**src/rtl/dyuv_line_decoder.sv**
```systemverilog
// dyuv_line_decoder: DYUV byte stream to RGB888 line decoder with a
// delta table, optional U/V interpolation and end-of-line flush.
module dyuv_line_decoder #(
  parameter int MAX_WORDS = 384,
  parameter int FRAC_BITS = 8
) (
  input  logic                               clk,
  input  logic                               reset,
  input  logic                               line_start,
  input  logic [$clog2(MAX_WORDS+1)-1:0]     line_words,
  input  logic [23:0]                        start_yuv,
  input  logic                               interp_en,
  input  logic                               delta_wr,
  input  logic [3:0]                         delta_addr,
  input  logic [7:0]                         delta_data,
  input  logic [7:0]                         in_data,
  input  logic                               in_valid,
  output logic                               in_ready,
  output logic [23:0]                        out_rgb,
  output logic                               out_valid,
  input  logic                               out_ready,
  output logic                               out_last,
  output logic                               busy
);

  localparam int CW = $clog2(MAX_WORDS+1);
  localparam int MW = FRAC_BITS + 12;

  localparam logic signed [MW-1:0] C_RV =
    MW'((351 << FRAC_BITS) >> 8);
  localparam logic signed [MW-1:0] C_GU =
    MW'((86 << FRAC_BITS) >> 8);
  localparam logic signed [MW-1:0] C_GV =
    MW'((179 << FRAC_BITS) >> 8);
  localparam logic signed [MW-1:0] C_BU =
    MW'((444 << FRAC_BITS) >> 8);

  localparam logic [15:0][7:0] DEF_DELTA = {
    8'd255, 8'd252, 8'd247, 8'd240,
    8'd229, 8'd212, 8'd177, 8'd128,
    8'd79,  8'd44,  8'd27,  8'd16,
    8'd9,   8'd4,   8'd1,   8'd0
  };

  typedef enum logic [1:0] {
    S_IDLE,
    S_UY,
    S_VY,
    S_FLUSH
  } state_t;

  state_t           r_state;
  state_t           w_state_nxt;
  logic [15:0][7:0] r_delta;
  logic [CW-1:0]    r_len;
  logic [CW-1:0]    r_cnt;
  logic [7:0]       r_y;
  logic [7:0]       r_y1;
  logic [7:0]       r_u;
  logic [7:0]       r_uprev;
  logic [7:0]       r_v;
  logic             r_interp;
  logic [1:0]       r_fpend;
  logic [23:0]      r_rgb;
  logic             r_valid;
  logic             r_last;

  logic             w_start;
  logic             w_run;
  logic             w_out_free;
  logic             w_acc;
  logic             w_lastbyte;
  logic [7:0]       w_ynew;
  logic [7:0]       w_cnew;
  logic             w_emit;
  logic             w_femit;
  logic             w_plast;
  logic [7:0]       w_py;
  logic [7:0]       w_pu;
  logic [7:0]       w_pv;
  logic [7:0]       w_uavg;
  logic [7:0]       w_vavg;

  function automatic logic [7:0] avg8(
    input logic [7:0] a,
    input logic [7:0] b
  );
    logic [8:0] s;
    s = {1'b0, a} + {1'b0, b};
    return s[8:1];
  endfunction

  // Divide by 2^FRAC_BITS truncating toward zero, then clamp to 0..255.
  function automatic logic [7:0] clamp8(
    input logic signed [MW-1:0] n
  );
    logic signed [MW-1:0] q;
    q = n >>> FRAC_BITS;
    if (n[MW-1] && (n[FRAC_BITS-1:0] != '0))
      q = q + MW'(1);
    if (q[MW-1])
      return 8'd0;
    if (|q[MW-2:8])
      return 8'hFF;
    return q[7:0];
  endfunction

  assign w_start    = line_start && (line_words != '0);
  assign w_run      = (r_state == S_UY) || (r_state == S_VY);
  assign w_out_free = !r_valid || out_ready;
  assign in_ready   = w_run && w_out_free && !w_start;
  assign w_acc      = in_valid && in_ready;
  assign w_lastbyte = (r_cnt == r_len - 1'b1);

  assign w_ynew = r_y + r_delta[in_data[3:0]];
  assign w_cnew = ((r_state == S_UY) ? r_u : r_v)
                + r_delta[in_data[7:4]];

  assign w_uavg = r_interp ? avg8(r_uprev, r_u) : r_uprev;
  assign w_vavg = r_interp ? avg8(r_v, w_cnew) : r_v;

  // Pixel p leaves when byte p+2 arrives; the last two leave in FLUSH.
  always_comb begin
    w_py    = r_y1;
    w_pu    = r_u;
    w_pv    = r_v;
    w_plast = 1'b0;
    w_emit  = 1'b0;
    w_femit = 1'b0;
    unique case (1'b1)
      (w_acc && (r_cnt >= CW'(2))): begin
        w_emit = 1'b1;
        if (r_state == S_VY) begin
          w_pu = w_uavg;
          w_pv = w_vavg;
        end
      end
      ((r_state == S_FLUSH) && (r_fpend == 2'd2)
        && w_out_free): begin
        w_emit  = 1'b1;
        w_femit = 1'b1;
        if (r_len[0])
          w_pu = w_uavg;
      end
      ((r_state == S_FLUSH) && (r_fpend == 2'd1)
        && w_out_free): begin
        w_emit  = 1'b1;
        w_femit = 1'b1;
        w_py    = r_y;
        w_plast = 1'b1;
      end
      default: ;
    endcase
  end

  logic signed [8:0]    w_u9;
  logic signed [8:0]    w_v9;
  logic signed [MW-1:0] w_ys;
  logic signed [MW-1:0] w_us;
  logic signed [MW-1:0] w_vs;
  logic signed [MW-1:0] w_rn;
  logic signed [MW-1:0] w_gn;
  logic signed [MW-1:0] w_bn;
  logic [23:0]          w_rgb;

  assign w_u9 = $signed({1'b0, w_pu}) - 9'sd128;
  assign w_v9 = $signed({1'b0, w_pv}) - 9'sd128;
  assign w_ys = {{(MW-8-FRAC_BITS){1'b0}}, w_py,
                 {FRAC_BITS{1'b0}}};
  assign w_us = {{(MW-9){w_u9[8]}}, w_u9};
  assign w_vs = {{(MW-9){w_v9[8]}}, w_v9};
  assign w_rn = w_ys + C_RV * w_vs;
  assign w_gn = w_ys - C_GU * w_us - C_GV * w_vs;
  assign w_bn = w_ys + C_BU * w_us;
  assign w_rgb = {clamp8(w_rn), clamp8(w_gn), clamp8(w_bn)};

  always_comb begin
    w_state_nxt = r_state;
    if (w_start) begin
      w_state_nxt = S_UY;
    end else begin
      unique case (r_state)
        S_IDLE: ;
        S_UY:
          if (w_acc)
            w_state_nxt = w_lastbyte ? S_FLUSH : S_VY;
        S_VY:
          if (w_acc)
            w_state_nxt = w_lastbyte ? S_FLUSH : S_UY;
        S_FLUSH:
          if ((r_fpend == 2'd0) && r_valid
              && out_ready && r_last)
            w_state_nxt = S_IDLE;
        default:
          w_state_nxt = S_IDLE;
      endcase
    end
  end

  always_ff @(posedge clk or negedge reset) begin
    if (!reset) begin
      r_state  <= S_IDLE;
      r_delta  <= DEF_DELTA;
      r_len    <= '0;
      r_cnt    <= '0;
      r_y      <= '0;
      r_y1     <= '0;
      r_u      <= '0;
      r_uprev  <= '0;
      r_v      <= '0;
      r_interp <= 1'b0;
      r_fpend  <= '0;
      r_rgb    <= '0;
      r_valid  <= 1'b0;
      r_last   <= 1'b0;
    end else begin
      r_state <= w_state_nxt;
      if (delta_wr)
        r_delta[delta_addr] <= delta_data;

      if (w_start) begin
        r_len    <= line_words;
        r_cnt    <= '0;
        r_y      <= start_yuv[23:16];
        r_y1     <= start_yuv[23:16];
        r_u      <= start_yuv[15:8];
        r_uprev  <= start_yuv[15:8];
        r_v      <= start_yuv[7:0];
        r_interp <= interp_en;
        r_fpend  <= '0;
      end else if (w_acc) begin
        r_cnt <= r_cnt + 1'b1;
        r_y1  <= r_y;
        r_y   <= w_ynew;
        if (r_state == S_UY) begin
          r_uprev <= r_u;
          r_u     <= w_cnew;
        end else begin
          r_v <= w_cnew;
        end
        if (w_lastbyte)
          r_fpend <= (r_len == CW'(1)) ? 2'd1 : 2'd2;
      end else if (w_femit) begin
        r_fpend <= r_fpend - 2'd1;
      end

      if (w_start) begin
        r_valid <= 1'b0;
        r_last  <= 1'b0;
        r_rgb   <= '0;
      end else if (w_emit) begin
        r_valid <= 1'b1;
        r_last  <= w_plast;
        r_rgb   <= w_rgb;
      end else if (out_ready) begin
        r_valid <= 1'b0;
        r_last  <= 1'b0;
      end
    end
  end

  assign out_rgb   = r_rgb;
  assign out_valid = r_valid;
  assign out_last  = r_last;
  assign busy      = (r_state != S_IDLE);

endmodule

```
**config.mk**
```make
export PLATFORM = sky130hd
export DESIGN_NAME = dyuv_line_decoder
export DESIGN_NICKNAME = d
export VERILOG_FILES = /design/src/rtl/dyuv_line_decoder.sv
export SDC_FILE = /design/constraint.sdc
export NUM_CORES = 1
export LEC_CHECK = 0
export ABC_AREA = 1
export BUFFER_PORTS_ARGS = -buffer_cell sky130_fd_sc_hd__clkbuf_2
export CAP_MARGIN = 20
export CORE_MARGIN = 2
export CORE_UTILIZATION = 50
export DETAILED_ROUTE_END_ITERATION = 6
export HOLD_SLACK_MARGIN = 0.1
export PLACE_DENSITY = 0.68
export SLEW_MARGIN = 20
export SYNTH_ARGS = -nofsm -noshare
export SYNTH_HDL_FRONTEND = slang
export SYNTH_SLANG_ARGS = --single-unit
```
**constraint.sdc**
```tcl
create_clock -name clk -period 20.2 [get_ports clk]
set_input_delay 3.03 -clock clk [delete_from_list [all_inputs] [get_ports clk]]
set_output_delay 3.03 -clock clk [all_outputs]
set_load 0.02 [all_outputs]
```
==> flow_summary.ini <==
[run_status]
status = finished, final reports clean

[synth]
yosysUniqueCellTypes = 56
synth.area.top_cells = dfrtp_1 (19%), ha_1 (13%), fa_1 (11%)
ys_seq_elements = 217
synth_edf_count = 0
netlist_instances = 2780
synth_top_area_cell = dfrtp_1
synthFlopType = dfrtp_1
ys_seq_area_share_pct = 26.2
synthesis.area_sq_mm = 0.0210
synth_area_per_cell_sq_um = 7.56
synth_top_area_share_pct = 19.2
syn-num-nets = 3171
synthArstFlopShare_pct = 100
yosys_warnings = 0

[clock_tree]
hold_buffers = 0
root_buffer = clkbuf_16
clock_path_buffers = 3
cts_tree = yes
cts_setup_buffers = 0
path_clk_slew_ns = 0.06
clkSinkCount = 217
post_cts_resized = 0
clk_latency_ns = 0.58
numCtsBuffers = 27
htree_levels = 1

[worst_setup_path]
crit_required_ns = 20.67
r2r_end = out_rgb[12]
critPathKind = primary input to flop
rr_worst_depth = 47
slowest_delay_ns = 0.80
cp_max_fo = 8
worstSetupStartpointType = primary input
cp.arrival_ns = 13.78
slowest_stage = nor3_1
cp_common_cell = inv_1
r2r_slack_ns = 8.86
endpoint_kind = flop
r2r-start = r_cnt[0]

[die]
start_util_pct = 50.4
die_width_microns = 209
num_rows = 75
die_h_microns = 209
pin_count = 88
core_sq_mm = 0.0417
dieArea_sq_mm = 0.0437

[finish]
layout.nets = 3215
area_growth_pct = 9.26
mostFrequentLayoutCells = nand2_1 (550), inv_1 (481), o21ai_0 (333)
final_common_cell = nand2_1
drive_gt1_share_pct = 9.14
multi_input_area_sq_mm = 0.0133
fillCellCount = 3964
seq_area_sq_mm = 0.00550

[sta]
hold_viol = 0
rsz0062_at_grt = false
worstMarginPinSlew_ns = 1.04
totalNegativeSetupSlack_ns = 0
drv_slew = 0
fin_crit_ns = 13.31
fin_crit_sh_pct = 65.9
setup_viol = 0
slew-limit-headroom_pct = 29.8
max_freq_mhz = 75.1
fin_skew_ns = 0.0101

[grt]
grt_max_degree = 104
grt_pass1_vias = 18302
grt_overflow = 0
grt.total_usage_pct = 26.9
grt_pass1_wl_microns = 94400
antenna_found_initial = 2

[min_path]
min_to = out_rgb[3]
hp-class = flop to flop
hp-start = out_rgb[3]
hold_path_depth = 2

[place]
hpwl_microns = 44700
port_buffers = 87
gp_congestion = 0.954

[routing]
drtPass1Iterations = 5
finalWirelength_microns = 57800
num_vias = 18435
wl_per_cell_microns = 17.1
drt_iter0_drc = 1231
ant_nets = 0
drc = 0
detail_route.vias_per_cell = 5.45

[run]
maxCapViolations = 0
[flip-flops by register name, indices dropped and copies added, names as in the netlist]
name and count:
out_last 1, out_rgb 24, out_valid 1, r_cnt 9, r_delta 128, r_fpend 2
r_interp 1, r_len 9, r_state 2, r_u 8, r_uprev 8, r_v 8
r_y 8, r_y1 8
[metrics by stage]
step                      instances  cell area [sq um]  utilization [%]  hold WS (ns)  setup slack, ns
after detailed placement       3334              21900             52.7         0.465             6.37
final                          3385              23000             55.1         0.475             6.89
after global routing           3384              23000             55.1         0.499             5.93
after floorplan                2780              21000                -         0.453             8.39
after global placement         3334              21900             52.7         0.462             6.39
after CTS                      3383              22900             55.1         0.480             6.94
[kinds of logic after synthesis]
family | after synthesis | share of synthesized area, %
and+or+nand+nor | 856 | 17.3
AOI/OAI and AO/OA | 687 | 18.0
buffers and inverters | 583 | 10.5
adders and majority gates | 331 | 23.7
DFF | 217 | 26.2
xor gates and xnor gates | 104 | 4.34
other | 1 | 0.0178
muxes | 1 | 0.0476
[worst max-delay path, delay by kind of cell]
family	cells	cell delay [ns]
adders and majority gates	10	4.25
and+or+nand+nor	19	3.01
AOI/OAI and AO/OA	8	2.02
buffers and inverters	11	0.95
xor gates and xnor gates	2	0.50
[worst max path at each step]
stage,cells after the start,to,from
2_1_floorplan,50,out_rgb[10],line_words[0]
6_report,50,out_rgb[12],line_words[1]
3_3_place_gp,50,out_rgb[11],line_words[1]
5_1_grt,50,out_rgb[12],line_words[0]
3_5_place_dp,52,out_rgb[15],line_words[1]
4_1_cts,52,out_rgb[12],line_words[1]
[metal layers]
layer	up-vias	global-route usage, %	routed length (microns)
li1	9117	-	-
met1	8690	33.0	24000
met2	479	47.2	28300
met3	149	3.13	2650
met4	0	12.5	2910
met5	-	0	0
[cell usage after synthesis (all sizes together) (3+ instances only)]
cell     instances
nand3b           5
o21bai          10
nand3           70
buf              9
dfstp           56
inv            484
nand2          566
a21o             4
o221ai          34
nor3            20
xor2            61
xnor2           43
nor2           145
clkinv           5
and2             5
o21ai          344
a22oi            4
ha             220
o21a             7
a21oi          227
a211oi           3
dfrtp          161
o2111ai          3
o211ai          12
a31oi           24
o31ai            5
or2              8
nand4           30
o22ai            7
nor4             4
fa             111
clkbuf          85
[final cells by class]
class                      count  area share [%]
multi-input combinational   1980            58.0
sequential                   217            24.0
inverter                     489            8.01
clock buffer                  36            3.40
tap                          539            2.94
timing repair buffer         109            2.68
clock inverter                13           0.943
antenna                        2          0.0218
Power is left out: the tool's default activity adds up to more than one toggle a clock period on the data nets, which glitch-free logic cannot reach.
